$ cat src/rtl/regfile.sv
// 32 x 32-bit register file: one write port (write-back), two combinational read ports (decode).
// Define REGFILE_BYPASS_EN to forward the write-back value to a same-cycle read of that register.
module regfile #(
   parameter int DATA_W = 32,
   parameter int ADDR_W = 5
) (
   input  logic              clk,
   input  logic              rst,
   input  logic              we,
   input  logic [ADDR_W-1:0] waddr,
   input  logic [DATA_W-1:0] wdata,
   input  logic              re1,
   input  logic [ADDR_W-1:0] raddr1,
   output logic [DATA_W-1:0] rdata1,
   input  logic              re2,
   input  logic [ADDR_W-1:0] raddr2,
   output logic [DATA_W-1:0] rdata2
);
   localparam int DEPTH = 1 << ADDR_W;

   logic [DATA_W-1:0] regs [DEPTH];
   logic              hit1;
   logic              hit2;

   // NOTE: the whole array is cleared asynchronously, so it must be built from flops rather than a RAM macro.
   always_ff @(posedge clk or negedge rst) begin
      if (!rst) begin
         for (int i = 0; i < DEPTH; i++) begin
            regs[i] <= '0;
         end
      end else if (we && (waddr != '0)) begin
         regs[waddr] <= wdata;
      end
   end

`ifdef REGFILE_BYPASS_EN
   assign hit1 = we && (waddr == raddr1);
   assign hit2 = we && (waddr == raddr2);
`else
   assign hit1 = 1'b0;
   assign hit2 = 1'b0;
`endif

   // NOTE: each output gets a default before the priority chain, so no latch can be inferred.
   always_comb begin
      rdata1 = regs[raddr1];
      if (!rst || (raddr1 == '0) || !re1) begin
         rdata1 = '0;
      end else if (hit1) begin
         rdata1 = wdata;
      end

      rdata2 = regs[raddr2];
      if (!rst || (raddr2 == '0) || !re2) begin
         rdata2 = '0;
      end else if (hit2) begin
         rdata2 = wdata;
      end
   end

endmodule

$ cat config.mk
export PLATFORM = sky130hd
export DESIGN_NAME = regfile
export DESIGN_NICKNAME = d
export VERILOG_FILES = /design/src/rtl/regfile.sv
export SDC_FILE = /design/constraint.sdc
export NUM_CORES = 2
export LEC_CHECK = 0
export CAP_MARGIN = 10
export CORE_AREA = 2 2 334 336
export CTS_BUF_LIST = sky130_fd_sc_hd__clkbuf_4 sky130_fd_sc_hd__clkbuf_8 sky130_fd_sc_hd__clkbuf_16
export CTS_CLUSTER_DIAMETER = 60
export CTS_CLUSTER_SIZE = 14
export DETAILED_ROUTE_END_ITERATION = 16
export DIE_AREA = 0 0 336 338
export PLACE_DENSITY = 0.63
export SYNTH_ARGS = -nofsm -noshare
export SYNTH_HDL_FRONTEND = slang
export SYNTH_SLANG_ARGS = --single-unit
$ cat constraint.sdc
create_clock -name clk -period 4.9 [get_ports clk]
set_input_delay 0.735 -clock clk [delete_from_list [all_inputs] [get_ports clk]]
set_output_delay 0.735 -clock clk [all_outputs]
set_load 0.02 [all_outputs]
==> impl_table.tex <==
\begin{tabular}{lr}
\hline
Metric & Value \\
\hline
\multicolumn{2}{l}{\textbf{Global routing}} \\
\quad Total global routing overflow & 0 \\
\quad Wire length of the first global-routing pass & 270 mm \\
\quad Total GRT Usage & 0.329 \\
\quad Number of global-route vias before repair & 37.6k \\
\quad Maximum number of pins on one net before global-route repair & around 180 \\
\quad Antenna violations before repair & 13 \\
\multicolumn{2}{l}{\textbf{Routing}} \\
\quad Total via count in the routed design & 36.3k \\
\quad Routed wire length & around 190 mm \\
\quad Count of antenna-violating nets left after detailed routing & 0 \\
\quad First-iteration detailed-routing DRC count & 3650 \\
\quad Vias per cell & 6.95 \\
\quad TritonRoute pass-1 iters & 6 \\
\quad DRC viols & 0 \\
\quad Wire length per cell & around 36 um \\
\multicolumn{2}{l}{\textbf{Power and ir drop}} \\
\quad Seq pwr share & 0.457 \\
\quad Worst ir drop on vdd & roughly 0.32 mV \\
\quad Sw Share & 0.280 \\
\quad Pwr per Cell Area & 405 mW/mm\^{}2 \\
\quad Int Pwr & 0.0178 W \\
\quad Clk network pwr share & 0.341 \\
\quad Logic pwr share & 0.202 \\
\quad Sw Pwr & 0.00695 W \\
\quad Leakage power figure & 26.5 nW \\
\multicolumn{2}{l}{\textbf{CTS}} \\
\quad Sinks on the clock net & 1024 \\
\quad Number of levels the H-tree was split into & 3 \\
\quad Max clock buf depth & 3 \\
\quad Library cell used as clock root buffer & sky130\_fd\_sc\_hd\_\_clkbuf\_16 \\
\quad Setup bufs post-CTS & 0 \\
\quad Clock Pin Slew Worst Setup and Hold Paths & approximately 0.070 ns \\
\quad Clock insertion delay at the later pin of the skew report & 0.68 ns \\
\quad Clock tree from TritonCTS & yes \\
\quad Cts bufs inserted & 103 \\
\multicolumn{2}{l}{\textbf{Synthesis}} \\
\quad Number of nets in the synthesized netlist & 3754 \\
\quad Avg Synthesized Cell Area & around 15 um\^{}2 \\
\quad Sequential area share after synthesis & 0.469 \\
\quad Most used flip-flop cell after synthesis & sky130\_fd\_sc\_hd\_\_dfrtp\_1 \\
\quad Number of enable-type register cells in the synthesized netlist & 0 \\
\quad Cell area after synthesis & 0.0546 mm\^{}2 \\
\quad Post-Syn Instances & 3702 \\
\quad Post-synthesis async set-or-reset flop share & 1.00 \\
\quad Warnings, synthesis & 0 \\
\quad Unique cell type count in the Yosys netlist & 47 \\
\quad Number of register bits inferred by synthesis & 1024 \\
\multicolumn{2}{l}{\textbf{Setup path}} \\
\quad Critical Path, Cell by Cell & clkdlybuf4s50\_1 > buf\_4 > or3\_2 > buf\_4 > o22ai\_1 > a2111oi\_0 > nor3\_1 > buf\_4 > clkdlybuf4s50\_1 \\
\quad Delay of the slowest cell on the worst path & slightly above 0.9 ns \\
\quad Data required, critical path & about 4.2 ns \\
\quad Slowest cell on crit path & sky130\_fd\_sc\_hd\_\_a2111oi\_0 \\
\quad Register-to-register setup slack & 4.07 ns \\
\quad Endpoint arrival time on the critical path & around 4.2 ns \\
\quad Element type at the critical path start & input port \\
\quad Path type of the worst setup path & input port to output port \\
\quad Most Frequent Cell on Critical Path & sky130\_fd\_sc\_hd\_\_buf\_4 \\
\quad Critical path fanouts, max & 21 \\
\quad Type of destination of the critical path & output port \\
\quad Length in cells of the worst reg-to-reg path & 1 \\
\multicolumn{2}{l}{\textbf{Timing}} \\
\quad Highest clock frequency the design can meet & 202 MHz \\
\quad Hold\_ws & around 0.4 ns \\
\quad Final setup margin & -0.0436 ns \\
\quad Worst Skew & 0 ns \\
\quad Pin slew with the least headroom to its limit & 1.23 ns \\
\quad Min Clock Period, post-route & slightly below 5 ns \\
\quad Final number of setup-violating endpoints & 1 \\
\quad Final worst path period share & 1.01 \\
\quad Worst slew margin & 0.180 \\
\quad RSZ-0062 raised after global routing & false \\
\quad Setup TNS & -0.0436 ns \\
\quad Pins Over Slew Limit & 0 \\
\quad Final-report hold violation count & 0 \\
\multicolumn{2}{l}{\textbf{Placed design}} \\
\quad Placed cell count & around 5.0k \\
\quad Input/output buffers & 115 \\
\quad Pre-CTS setup slack & around 0.13 ns \\
\quad Detail Placement HPWL & $\sim$110 mm \\
\quad Gp weighted congestion & around 0.9 \\
\multicolumn{2}{l}{\textbf{Final layout}} \\
\quad Max FFs per register & between 1k and 1.5k \\
\quad Biggest regs & regs: 1024 flops \\
\quad Most common cell after layout, fill and taps aside & sky130\_fd\_sc\_hd\_\_dfrtp\_1 \\
\quad Total Nets Final & 3714 \\
\quad Sequential cell area in the final layout & 0.0256 mm\^{}2 \\
\quad Final standard cell utilization of the core & 0.556 \\
\quad Register with the highest flop count & regs \\
\quad Final Non-Filler Cells & approximately 5.2k \\
\quad Synthesis-to-layout area growth & 12.0\% \\
\quad Share of final-layout standard cells stronger than drive strength 1 & 0.480 \\
\quad Footprint of the multi-input gates & 0.0272 mm\^{}2 \\
\quad Number of inserted filler cells in the final layout & slightly below 9k \\
\quad Most frequent cells in the layout & sky130\_fd\_sc\_hd\_\_dfrtp\_1 (1024), sky130\_fd\_sc\_hd\_\_mux2\_2 (959), sky130\_fd\_sc\_hd\_\_mux4\_2 (390) \\
\multicolumn{2}{l}{\textbf{Status}} \\
\quad Violated checks & setup timing \\
\quad Result of the run & finished with violations \\
\multicolumn{2}{l}{\textbf{Floorplanning}} \\
\quad Number of cell rows & 122 \\
\quad Die extent in y & $\sim$340 um \\
\quad Die W & 336 um \\
\quad Core Area & around 0.11 mm\^{}2 \\
\quad Die area & 0.114 mm\^{}2 \\
\quad Number of I/O pins & 116 \\
\quad Initial core utilization & 0.497 \\
\multicolumn{2}{l}{\textbf{Hold path}} \\
\quad Min-delay worst type & register to register \\
\quad Hold path depth & 0 \\
\multicolumn{2}{l}{\textbf{Flow run}} \\
\quad Number of max-cap violations & 0 \\
\hline
\end{tabular}
[synth_stat cells (2+ instances only)]
cell type                   number  area (um^2)
sky130_fd_sc_hd__a2111oi_0       8         70.1
sky130_fd_sc_hd__o221ai_1       31          272
sky130_fd_sc_hd__a211oi_1       31          233
sky130_fd_sc_hd__nor3_1         33          165
sky130_fd_sc_hd__nand2_1        73          274
sky130_fd_sc_hd__clkbuf_1      215          807
sky130_fd_sc_hd__buf_1          25         93.8
sky130_fd_sc_hd__a22o_1         64          561
sky130_fd_sc_hd__a2111oi_2      25          375
sky130_fd_sc_hd__nor2_1         17         63.8
sky130_fd_sc_hd__o31a_1          2         17.5
sky130_fd_sc_hd__nand3b_1        2         15.0
sky130_fd_sc_hd__nand2b_1        3         18.8
sky130_fd_sc_hd__or3b_2          2         17.5
sky130_fd_sc_hd__mux2i_1       279         2790
sky130_fd_sc_hd__and2_1          4         25.0
sky130_fd_sc_hd__dfrtp_1      1024        25600
sky130_fd_sc_hd__a31oi_1        29          181
sky130_fd_sc_hd__nor2b_1        14         87.6
sky130_fd_sc_hd__o211a_1        29          290
sky130_fd_sc_hd__mux2_1         64          721
sky130_fd_sc_hd__mux4_2        390         8780
sky130_fd_sc_hd__nor3_2          2         20.0
sky130_fd_sc_hd__a21oi_1        54          270
sky130_fd_sc_hd__nand4_1         8         50.1
sky130_fd_sc_hd__buf_2         145          726
sky130_fd_sc_hd__a221oi_1        2         17.5
sky130_fd_sc_hd__and3b_1         2         17.5
sky130_fd_sc_hd__nand3_1        15         75.1
sky130_fd_sc_hd__a22oi_1        58          435
sky130_fd_sc_hd__mux2_2        959        10800
sky130_fd_sc_hd__buf_4          34          255
sky130_fd_sc_hd__o22ai_1        31          194
sky130_fd_sc_hd__buf_6          15          169
[path summary, 6_finish.rpt]
path	start	end
max	raddr2[3]	rdata2[10]
min	regs[1008]	regs[1008]
max reg2reg	regs[782]	regs[782]
min reg2reg	regs[1008]	regs[1008]
max in group asynchronous	rst	regs[406]
min in group asynchronous	rst	regs[787]
[routing by layer]
layer	track usage	share of wire
met3	0.0831	0.088
met5	0	0.00058
met2	0.508	0.46
met4	0.131	0.042
met1	0.448	0.41
[power by group through the flow]
| stage | Sequential [W] | Combinational (W) | Clock (W) |
|---|---|---|---|
| after floorplan | 0.0109 | 0.00374 | 0 |
| after global placement | 0.0112 | 0.00482 | 0 |
| after detailed placement | 0.0114 | 0.00497 | 0 |
| after CTS | 0.0112 | 0.00499 | 0.00857 |
| after global routing | 0.0115 | 0.00531 | 0.00891 |
| final | 0.0113 | 0.00500 | 0.00846 |
[through the flow]
stage               power (W)  area, um^2
finish                 0.0248       61200
global route           0.0257       61200
CTS                    0.0248       61100
detailed placement     0.0164       57600
global placement       0.0161       57600
floorplan              0.0147       54600
[final cells by class]
class                           instances  share of cell area
Sequential cell                      1024               0.419
Multi-Input combinational cell       2243               0.444
Inverter                                1           0.0000613
Timing Repair Buffer                  289              0.0481
Clock inverter                         57              0.0118
Antenna cell                            1           0.0000409
Clock buffer                          121              0.0465
Tap cell                             1488              0.0304
[worst max-delay path: cells and delay by family]
family                 cells  cell delay (ns)
AND/OR/NAND/NOR            2             0.40
buffers and inverters      5             1.97
AO/OA/AOI/OAI              2             1.08
[timing repair]
item,4_1_cts,5_1_grt
endpoints found under the setup margin,0,1
resized for setup,0,1
hold endpoints to repair,15,0
hold buffers,1,0
[kinds of logic after synthesis]
kind of cell,share of synthesized area
DFF,0.469
buffers and inverters,0.0376
and+or+nand+nor,0.0162
muxes,0.423
AOI/OAI and AO/OA,0.0547
Note: power is estimated with default switching activity, not from simulation.
